### src/rtl/imem_loader_pkg.sv
// Shared constants and FSM state encoding for the boot-time instruction memory loader.
package imem_loader_pkg;

    localparam int unsigned ADDR_W         = 5;
    localparam int unsigned DEPTH          = 2 ** ADDR_W;
    localparam int unsigned DATA_W         = 32;
    localparam int unsigned FRAME_MAX      = DEPTH;
    localparam int unsigned BYTES_PER_WORD = 4;

    localparam logic RW_WRITE = 1'b0;
    localparam logic RW_READ  = 1'b1;

    typedef enum logic [2:0] {
        StIdle,
        StLen,
        StData,
        StWrite,
        StCsum,
        StDone,
        StError
    } state_e;

endpackage

### src/rtl/loader_word_asm.sv
// Little-endian word assembler: shifts bytes into lanes and keeps a running XOR checksum.
module loader_word_asm
    import imem_loader_pkg::*;
(
    input  logic              clk_i,
    input  logic              rst_ni,
    input  logic              clear_i,
    input  logic              load_i,
    input  logic [7:0]        byte_i,
    output logic [DATA_W-1:0] word_o,
    output logic [7:0]        csum_o,
    output logic              word_done_o
);

    logic [DATA_W-1:0] word_q, word_d;
    logic [1:0]        byte_cnt_q, byte_cnt_d;
    logic [7:0]        csum_q, csum_d;

    always_comb begin
        word_d     = word_q;
        byte_cnt_d = byte_cnt_q;
        csum_d     = csum_q;
        if (clear_i) begin
            word_d     = '0;
            byte_cnt_d = '0;
            csum_d     = '0;
        end else if (load_i) begin
            word_d[8*byte_cnt_q +: 8] = byte_i;
            byte_cnt_d                = byte_cnt_q + 2'd1;
            csum_d                    = csum_q ^ byte_i;
        end
    end

    always_ff @(posedge clk_i or negedge rst_ni) begin
        if (!rst_ni) begin
            word_q     <= '0;
            byte_cnt_q <= '0;
            csum_q     <= '0;
        end else begin
            word_q     <= word_d;
            byte_cnt_q <= byte_cnt_d;
            csum_q     <= csum_d;
        end
    end

    assign word_o      = word_q;
    assign csum_o      = csum_q;
    assign word_done_o = load_i && (byte_cnt_q == 2'(BYTES_PER_WORD - 1));

endmodule

### src/rtl/imem_loader.sv
// Framed byte-stream loader: writes words into instruction memory and holds the core
// in reset until a frame with a good checksum has been loaded.
module imem_loader
    import imem_loader_pkg::*;
#(
    parameter int unsigned AddrW = ADDR_W,
    parameter int unsigned Depth = FRAME_MAX
) (
    input  logic              clk_i,
    input  logic              rst_ni,
    input  logic              start_i,
    input  logic [7:0]        byte_data_i,
    input  logic              byte_valid_i,
    output logic              byte_ready_o,
    output logic [AddrW-1:0]  imem_addr_o,
    output logic [DATA_W-1:0] imem_data_o,
    output logic              imem_rw_o,
    output logic              loading_o,
    output logic              cpu_hold_o,
    output logic              done_o,
    output logic              error_o
);

    state_e            state_q, state_d;
    logic [AddrW:0]    word_cnt_q, word_cnt_d;
    logic [AddrW:0]    len_q, len_d;
    logic [AddrW:0]    word_cnt_inc;
    logic              xfer;
    logic              asm_clear;
    logic              asm_load;
    logic              word_done;
    logic [7:0]        csum;
    logic [DATA_W-1:0] word;
    logic              len_bad;

    assign byte_ready_o = (state_q == StLen) || (state_q == StData) || (state_q == StCsum);
    assign xfer         = byte_valid_i && byte_ready_o;
    assign word_cnt_inc = word_cnt_q + 1'b1;
    assign len_bad      = (byte_data_i == 8'd0) || ({24'd0, byte_data_i} > Depth);
    assign imem_data_o  = word;

    loader_word_asm u_word_asm (
        .clk_i       (clk_i),
        .rst_ni      (rst_ni),
        .clear_i     (asm_clear),
        .load_i      (asm_load),
        .byte_i      (byte_data_i),
        .word_o      (word),
        .csum_o      (csum),
        .word_done_o (word_done)
    );

    always_comb begin
        state_d     = state_q;
        word_cnt_d  = word_cnt_q;
        len_d       = len_q;
        asm_clear   = 1'b0;
        asm_load    = 1'b0;
        imem_rw_o   = RW_READ;
        imem_addr_o = '0;
        loading_o   = 1'b0;
        cpu_hold_o  = 1'b1;
        done_o      = 1'b0;
        error_o     = 1'b0;

        unique case (state_q)
            StIdle, StDone, StError: begin
                if (state_q == StDone) begin
                    cpu_hold_o = 1'b0;
                    done_o     = 1'b1;
                end
                error_o = (state_q == StError);
                if (start_i) begin
                    state_d    = StLen;
                    asm_clear  = 1'b1;
                    word_cnt_d = '0;
                    len_d      = '0;
                end
            end
            StLen: begin
                loading_o = 1'b1;
                if (xfer) begin
                    if (len_bad) begin
                        state_d = StError;
                    end else begin
                        len_d   = byte_data_i[AddrW:0];
                        state_d = StData;
                    end
                end
            end
            StData: begin
                loading_o = 1'b1;
                asm_load  = xfer;
                if (word_done) state_d = StWrite;
            end
            StWrite: begin
                loading_o   = 1'b1;
                imem_rw_o   = RW_WRITE;
                imem_addr_o = word_cnt_q[AddrW-1:0];
                word_cnt_d  = word_cnt_inc;
                state_d     = (word_cnt_inc == len_q) ? StCsum : StData;
            end
            StCsum: begin
                loading_o = 1'b1;
                if (xfer) state_d = (byte_data_i == csum) ? StDone : StError;
            end
            default: state_d = StIdle;
        endcase
    end

    always_ff @(posedge clk_i or negedge rst_ni) begin
        if (!rst_ni) begin
            state_q    <= StIdle;
            word_cnt_q <= '0;
            len_q      <= '0;
        end else begin
            state_q    <= state_d;
            word_cnt_q <= word_cnt_d;
            len_q      <= len_d;
        end
    end

endmodule

### config.mk
export PLATFORM = sky130hd
export DESIGN_NAME = imem_loader
export DESIGN_NICKNAME = d
export VERILOG_FILES = /design/src/rtl/imem_loader_pkg.sv /design/src/rtl/loader_word_asm.sv /design/src/rtl/imem_loader.sv
export SDC_FILE = /design/constraint.sdc
export NUM_CORES = 1
export LEC_CHECK = 0
export ABC_CLOCK_PERIOD_IN_PS = 3700
export BUFFER_PORTS_ARGS = -buffer_cell sky130_fd_sc_hd__buf_4
export CAP_MARGIN = 40
export CORE_ASPECT_RATIO = 0.7
export CORE_MARGIN = 2
export CORE_UTILIZATION = 30
export DETAILED_ROUTE_END_ITERATION = 16
export HOLD_SLACK_MARGIN = 0.02
export PLACE_DENSITY = 0.45
export SETUP_SLACK_MARGIN = 0.5
export SLEW_MARGIN = 20
export SYNTH_ARGS = -nofsm -noshare
export SYNTH_HDL_FRONTEND = slang
export SYNTH_SLANG_ARGS = --single-unit
### constraint.sdc
create_clock -name clk_i -period 3.7 [get_ports clk_i]
set_clock_uncertainty 0.15 [all_clocks]
set_input_delay 0.37 -clock clk_i [delete_from_list [all_inputs] [get_ports clk_i]]
set_output_delay 0.37 -clock clk_i [all_outputs]
set_load 0.02 [all_outputs]
==> results of run 1 <==
## worst paths after layout
kind	slack, ns	startpoint	depth (start not counted)	end
max	1.08	state_q[1]	9	u_word_asm.word_o[26]
min	0.21	byte_data_i[7]	2	u_word_asm.word_o[31]
max reg2reg	1.08	state_q[1]	9	u_word_asm.word_o[26]
min reg2reg	0.35	u_word_asm.word_o[28]	1	u_word_asm.word_o[28]
max in group asynchronous	2.71	rst_ni	3	u_word_asm.word_o[29]
min in group asynchronous	0.23	rst_ni	2	u_word_asm.word_o[28]
## placed cells by master (no fill, tap or decap), types with 4 or more instances in the layout
cell	n
nand2_1	28
inv_1	7
clkbuf_16	9
nor2_1	22
a22o_1	30
o21ai_0	10
nand3_1	12
xnor2_1	4
mux2i_1	4
a21oi_1	17
xor2_1	20
buf_4	58
dfrtp_1	57
nor3_1	6
and2_1	7
ha_1	6
## per-stage QoR
| step | util | total power, mW | hold WS, ns | std cells | area (sq um) |
|---|---|---|---|---|---|
| finish | 0.410 | 2.97 | 0.206 | 470 | 3780 |
| detailed placement | 0.369 | 2.02 | 0.343 | 452 | 3400 |
| global placement | 0.368 | 2.02 | 0.343 | 451 | 3390 |
| global route | 0.410 | 3.17 | 0.199 | 470 | 3780 |
| floorplan | - | 1.66 | -0.0756 | 292 | 2900 |
| CTS | 0.407 | 3.01 | 0.200 | 469 | 3750 |
## registers in the layout, summed over array words and instances (netlist names)
name / count
len_q: 6
state_q: 3
u_word_asm.word_o: 32
word_cnt_q: 6
u_word_asm.byte_cnt_q: 2
u_word_asm.csum_o: 8
## critical path, delay by kind of cell, from the launching register on
family | cells | cell delay (ns)
flops | 1 | 0.57
buf+inv | 3 | 0.48
compound gates | 3 | 0.87
simple gates | 3 | 0.48
## layer usage
metal	vias to the layer above	track usage
li1	1131	-
met1	1115	0.257
met2	53	0.209
met3	8	0.0546
met4	0	0.0533
met5	-	0
## power by group through the flow
stage / Clock, mW / Combinational (mW) / Sequential (mW)
2_1_floorplan: 0 / 0.702 / 0.955
3_3_place_gp: 0 / 1.05 / 0.966
3_5_place_dp: 0 / 1.05 / 0.964
4_1_cts: 0.990 / 1.06 / 0.955
5_1_grt: 1.02 / 1.16 / 0.987
6_report: 0.967 / 1.05 / 0.955
## cells by family after synthesis
| family | count (synthesis) |
|---|---|
| compound gates | 77 |
| xor+xnor | 24 |
| fa+ha+maj | 6 |
| buf+inv | 31 |
| flops | 57 |
| mux | 4 |
| simple gates | 93 |
## layout make-up
class                   instances  area [sq um]  share of cell area
repair buffers                 61           478               0.126
multi-input cells             204          1350               0.356
flip-flops and latches         57          1430               0.377
clock buffers                  11           243              0.0642
clock inverters                 5           103              0.0271
well taps                     124           155              0.0410
inverters                       8          30.0             0.00794
==> impl_metrics.yaml, run 1 <==
synth:
  ys_types: 44
  yosysTopAreaCell: "dfrtp_1"
  postSynthCellCount: 292
  synth_compound_area_frac: 0.196
  yosysMostFrequentCell: "dfrtp_1"
  synth_ff_type: "dfrtp_1"
  synth_top_family_by_area: "compound AO/OA/AOI/OAI gates"
  synth_fa_ha_area_frac: 0.0259
  synth_common_cells: "57 x dfrtp_1, 30 x a22o_1, 28 x nand2_1"
  async_flop_share: 1.00
  synth_edf_count: 0
  post_synth.cell_area_avg_sq_um: 9.94
  ys_seq_area_frac: 0.492
  syn-num-nets: 310
  ys_seq_elements: 57
  netlist_area_sq_um: 2900
  synth_simple_gate_area_frac: 0.156
  synth.area.top_cells: "dfrtp_1 49%, a22o_1 9.1%, xor2_1 6.0%"
  synth_xor_xnor_area_share: 0.0724
  yosys-mux-area-fraction: 0.0138
  yosys_warnings: 0
  synth_top_area_frac: 0.492
critical_path:
  cpMostUsedCell: "inv_1"
  path_cells: "inv_1 -> nand2_1 -> nor2_1 -> inv_1 -> o21ai_0 -> and2_1 -> buf_4 -> a21oi_1 -> a22o_1"
  crit_slowest_cell: "dfrtp_1"
  cp_data_required_time_ns: 3.82
  arrival_ns: 2.73
  worstSetupStartpointType: "flip-flop"
  end_kind: "flip-flop"
  cp_max_fo: 18
  critical_path_class: "flip-flop to flip-flop"
  cp_slowest_stage_delay_ns: 0.57
route:
  drt_pass1_iterations: 4
  routed_wl_mm: 7.82
  first_iter_violations: 161
  drcViolationCount: 0
  wl_met2_mm: 3.10
  met1Wirelength_mm: 4.22
  drtAntennaViolNets: 0
  vias: 2307
  top_layer: "met4"
  vias_per_cell: 4.91
  drt-wirelength-per-cell_microns: 16.6
  routed-wl-met3_microns: 414
pwr:
  p_leak_nw: 1.77
  power.share.combinational: 0.354
  power_density_nw_per_um2: 786
  p_clk_frac: 0.325
  p_int_mw: 1.89
  swShare: 0.363
  power.switching_mw: 1.08
  seq_power_share: 0.321
  peakVddDrop_mv: 0.320
global_routing:
  overflow: 0
  grt_pass1_vias: 2245
  antenna_found_initial: 0
  grt_pass1_wl_mm: 12.8
  grtUsageTotal: 0.165
  grt_max_degree: 58
timing:
  max_slew_margin: 0.514
  fin_ws_ns: 1.08
  hold_violations: 0
  slew_violations: 0
  max_freq_mhz: 382
  fin_crit_ns: 2.62
  setup_viol: 0
  period_share: 0.707
  tightest_slew_ns: 0.724
  rsz0062_at_grt: "false"
  setup_tns_ns: 0
cts:
  ctsHoldBuffers: 1
  cts_root_buf: "clkbuf_16"
  cts-resized-gates: 0
  cts_tree: "yes"
  post_cts_buffers: 0
  htreeDepth: 3
  cts_buffer_depth: 2
  cts.sinks: 57
  cts_buffers: 9
  clk_latency_ns: 0.33
  clk_pin_slew_ns: 0.05
placed_design:
  dp_slack_ns: 1.12
  place.gp.congestion: 0.819
  place_hpwl_mm: 5.24
  port_buffers: 54
cells_and_area:
  layout.nets: 359
  area_growth_pct: 30.4
  fill_cells: 937
  layout-drive-gt1-share: 0.225
  diodes: 0
die:
  start_util: 0.315
  die_h_microns: 86.3
  die_area_sq_um: 10500
  io_pins: 55
  die_w_microns: 122
  core_sq_um: 9220
  std_cell_rows: 29
status:
  outcome: "completed"
flow_run:
  drv_cap: 0
worst_hold_path:
  hold_path_class: "input pin to flip-flop"
Power figures use the tool's default switching activity.
==> run 2, diff against run 1 <==
Settings changed: ABC_CLOCK_PERIOD_IN_PS 3700 to 2240, PLACE_DENSITY 0.45 to 0.47.
Clock period 3.7 ns to 2.24 ns, I/O delays scaled along.
==> run 2 against run 1 <==
Global-route usage increased by 0.41 points. Non-clock buffer count up 46. Clock-buffer cell count shrank 2. Setup slack got worse by 0.75 ns. Critical path depth shrank 5. Utilization increased by 8.5 points. Wire length is 13% higher. Highest routed layer unchanged. Sequential power up 64%. Clock power up 60%.
==> impl_metrics.yaml, run 2 (synthesized netlist as in run 1, its figures left out) <==
status:
  outcome: "completed"
cts:
  clk_pin_slew_ns: 0.06
  cts_buffer_depth: 2
  cts.sinks: 57
  cts_buffers: 9
  htreeDepth: 3
  clk_latency_ns: 0.32
  cts_root_buf: "clkbuf_16"
  cts_tree: "yes"
critical_path:
  path_cells: "xor2_2 -> o21a_1 -> or2_4 -> buf_6"
  r2r_end: "len_q[1]"
  r2r_slack_ns: 0.39
  path_depth: 4
  cp_max_fo: 7
  end_kind: "output pin"
  crit_family: "flip-flops"
  crit_slowest_cell: "dfrtp_2"
  worstSetupStartpointType: "flip-flop"
  critical_path_class: "flip-flop to output pin"
  cp_slowest_stage_delay_ns: 0.48
  cp_data_required_time_ns: 1.87
  worst-r2r-cell-count: 6
  critical_path_buf_inv_count: 1
  arrival_ns: 1.53
  rr_startpoint: "state_q[2]"
placed_design:
  port_buffers: 54
  place_inst: 463
  place_hpwl_mm: 5.45
  place.gp.congestion: 0.735
worst_hold_path:
  hold_end: "u_word_asm.word_o[23]"
  hold_depth: 3
  hold_path_class: "input pin to flip-flop"
  hold_path_startpoint: "byte_data_i[7]"
die:
  die_w_microns: 122
  io_pins: 55
  core_sq_um: 9220
  std_cell_rows: 29
  die_area_sq_um: 10500
  die_h_microns: 86.3
  start_util: 0.315
route:
  first_iter_violations: 107
  routed_wl_mm: 8.86
  drt_pass1_iterations: 4
  drt-wirelength-per-cell_microns: 17.2
  vias: 2532
  drtAntennaViolNets: 0
  drcViolationCount: 0
  vias_per_cell: 4.92
cells_and_area:
  layout_common_cells: "84 x buf_4, 51 x dfrtp_1, 30 x a22o_1"
  layout.nets: 405
  layout_commonest_cell: "buf_4"
  fin_util: 0.496
  stdcell_count: 515
  layout-drive-gt1-share: 0.486
  largest_reg_flops: 32
  diodes: 0
  area_growth_pct: 57.4
global_routing:
  grt_max_degree: 58
  grtUsageTotal: 0.169
  overflow: 0
  antenna_found_initial: 0
  grt_pass1_wl_mm: 13.2
  grt_pass1_vias: 2398
pwr:
  p_total_mw: 6.01
  power_density_nw_per_um2: 1320
  p_leak_nw: 2.12
  peakVddDrop_mv: 0.676
timing:
  max_slew_margin: 0.500
  setup_tns_ns: 0
  rsz0062_at_grt: "true"
  tightest_slew_ns: 0.750
  max_freq_mhz: 526
  fin_crit_ns: 1.90
  setup_viol: 0
  period_share: 0.848
  hold_violations: 0
  slew_violations: 0
flow_run:
  drv_cap: 0
run 2: worst max-delay path by stage:
stage                         from             end  slack [ns]
floorplan           byte_data_i[4]        len_q[0]        0.25
global placement    byte_data_i[4]        len_q[2]        0.04
detailed placement  byte_data_i[4]        len_q[4]       0.009
CTS                     state_q[0]  imem_addr_o[4]        0.32
global route            state_q[2]       loading_o        0.30
finish                  state_q[2]       loading_o        0.34
run 2: stage by stage:
| stage | instance area [sq um] | hold slack, ns | setup slack (ns) |
|---|---|---|---|
| final | 4570 | 0.0813 | 0.340 |
| after CTS | 4170 | 0.0602 | 0.318 |
| after global placement | 3600 | 0.194 | 0.0439 |
| after global routing | 4570 | 0.0698 | 0.297 |
| after detailed placement | 3600 | 0.198 | 0.00892 |
| after floorplan | 3070 | -0.222 | 0.248 |
run 2: area by class of cell:
type / instances / area, sq um
clock buffers: 9 / 225
clock inverters: 6 / 108
fillers: 876 / 4650
inverters: 8 / 37.5
multi-input cells: 204 / 1680
flip-flops and latches: 57 / 1430
well taps: 124 / 155
repair buffers: 107 / 930
run 2: metal layers:
metal	vias to the layer above	global-route usage	routed length, microns
li1	1215	-	-
met1	1245	0.264	4450
met2	67	0.229	3820
met3	5	0.0474	535
met4	0	0.0376	51
met5	-	0	0
run 2: power breakdown:
part           switching (mW)  leakage [nW]  internal, mW  total, mW
clock                   0.475         0.161          1.07       1.55
combinational            1.44          1.19          1.46       2.90
sequential              0.274         0.769          1.29       1.57
run 2: tightest hold or removal path, cell delays in order:
cell	delay, ns
buf_4	0.17
nand3_2	0.07
a21oi_2	0.04
run 2: repair_timing:
action,CTS,global route
setup endpoints to repair,64,63
hold buffers,1,0
pin swaps,11,28
gates cloned,1,2
hold endpoints to repair,57,0
resized for setup,25,65
buffers inserted,17,16
==> run 3, diff against run 2 <==
Settings changed: ABC_CLOCK_PERIOD_IN_PS 2240 to 1900, PLACE_DENSITY 0.47 to 0.45.
Clock period 2.24 ns to 1.9 ns, I/O delays scaled along.
==> run 3 against run 2 <==
The run now ends with negative setup slack left. First-iteration DRC count increased by 33%. Critical path type is now flip-flop to flip-flop. Die area is the same. Critical path depth grew 3.
==> impl_metrics.yaml, run 3 (synthesized netlist as in run 1, its figures left out) <==
status:
  outcome: "complete, but fails checks"
  violations: "negative setup slack"
timing:
  max_freq_mhz: 504
  hold_violations: 0
  max_slew_margin: 0.704
  setup_viol: 27
  tightest_slew_ns: 0.441
  holdWs_ns: 0.0390
  fin_crit_ns: 1.98
  fin_ws_ns: -0.0826
  setup_tns_ns: -1.03
  rsz0062_at_grt: "true"
  period_share: 1.04
  slew_violations: 0
cts:
  cts_buffer_depth: 2
  cts_tree: "yes"
  cts_buffers: 9
  clk_pin_slew_ns: 0.05
  htreeDepth: 3
  cts_root_buf: "clkbuf_16"
  cts.sinks: 57
  clk_latency_ns: 0.33
route:
  first_iter_violations: 142
  drcViolationCount: 0
  vias: 2574
  routed_wl_mm: 8.94
  vias_per_cell: 4.88
  drt-wirelength-per-cell_microns: 17.0
  drt_pass1_iterations: 4
  drtAntennaViolNets: 0
critical_path:
  path_depth: 7
  worst-r2r-cell-count: 7
  cpMostUsedCell: "buf_4"
  cp_max_fo: 6
  critical_path_buf_inv_count: 3
  end_kind: "flip-flop"
  crit_slowest_cell: "dfrtp_2"
  cp_slowest_stage_delay_ns: 0.47
  worstSetupStartpointType: "flip-flop"
  arrival_ns: 2.05
  crit_family: "compound AO/OA/AOI/OAI gates"
  cp_data_required_time_ns: 1.96
  path_cells: "buf_6 -> or2b_4 -> buf_4 -> a311oi_2 -> buf_4 -> o21bai_4 -> a22o_1"
  critical_path_class: "flip-flop to flip-flop"
global_routing:
  grt_pass1_vias: 2538
  grt_max_degree: 30
  antenna_found_initial: 0
  overflow: 0
  grt_pass1_wl_mm: 14.1
  grtUsageTotal: 0.179
cells_and_area:
  stdcell_count: 527
  area_growth_pct: 62.2
  diodes: 0
  fin_util: 0.511
  layout.nets: 416
  layout-drive-gt1-share: 0.511
  largest_reg_flops: 32
  layout_common_cells: "81 x buf_4, 53 x dfrtp_1, 30 x a22o_1, 30 x buf_6, 21 x nand2_1"
  layout_commonest_cell: "buf_4"
  fin_area_sq_um: 4710
die:
  die_w_microns: 122
  die_area_sq_um: 10500
  start_util: 0.315
  io_pins: 55
  core_sq_um: 9220
  die_h_microns: 86.3
  std_cell_rows: 29
pwr:
  power.switching_mw: 2.68
  p_clk_frac: 0.225
  p_int_mw: 4.44
  power.share.combinational: 0.520
  swShare: 0.376
  power_density_nw_per_um2: 1510
  seq_power_share: 0.255
  peakVddDrop_mv: 0.865
  p_leak_nw: 2.16
placed_design:
  place.gp.congestion: 0.771
  place_inst: 478
  post_dp_cell_area_sq_um: 3760
  place_hpwl_mm: 5.91
  port_buffers: 54
worst_hold_path:
  hold_path_class: "input pin to flip-flop"
  hold_depth: 2
flow_run:
  drv_cap: 0
-- run 3: cell count changes in the layout (fill, tap and decap cells not counted), sizes merged --
cell / change
dlygate4sd3: +1
inv: -1
clkbuf: +1
clkinvlp: +1
clkinv: +1
buf: +11
bufinv: -2
-- run 3: metal layers --
metal  wire [microns]  GRT usage  vias up
met5                0          0        -
met4               97     0.0502        0
met3              427     0.0487       12
met2             3750      0.247       57
met1             4660      0.271     1258
li1                 -          -     1247
-- run 3: worst paths after layout --
path / startpoint / endpoint / slack (ns)
max in group asynchronous: rst_ni / u_word_asm.byte_cnt_q[0] / 0.89
min in group asynchronous: rst_ni / state_q[1] / 0.20
setup / recovery: state_q[2] / len_q[2] / -0.08
setup reg to reg: state_q[2] / len_q[2] / -0.08
hold reg to reg: u_word_asm.word_o[28] / u_word_asm.word_o[28] / 0.36
hold / removal: byte_data_i[5] / len_q[5] / 0.04
-- run 3: repair_timing --
action	CTS	global route
setup endpoints to repair	68	68
endpoints found under the hold margin	33	0
setup buffers	18	11
gates resized for setup	42	56
hold buffers	2	0
pin swaps	20	43
gates cloned	1	1
-- run 3: power by group through the flow --
stage          clock, mW  combinational [mW]  sequential [mW]
2_1_floorplan          0                1.69             1.89
3_3_place_gp           0                2.63             1.83
3_5_place_dp           0                2.64             1.82
4_1_cts             1.64                3.21             1.81
5_1_grt             1.71                3.98             1.86
6_report            1.60                3.70             1.82
-- run 3: per-stage QoR --
step,power (mW),worst slack (ns)
final,7.12,-0.0826
after floorplan,3.58,-0.0582
after detailed placement,4.46,-0.387
after global placement,4.46,-0.300
after global routing,7.56,-0.136
after CTS,6.67,-0.0308
-- run 3: cell type report --
type | instances | area (sq um)
Fill cell | 838 | 4510
Multi-Input combinational cell | 204 | 1730
Sequential cell | 57 | 1430
Timing Repair Buffer | 118 | 1060
Clock buffer | 11 | 243
Tap cell | 124 | 155
Clock inverter | 5 | 55.1
Inverter | 8 | 37.5
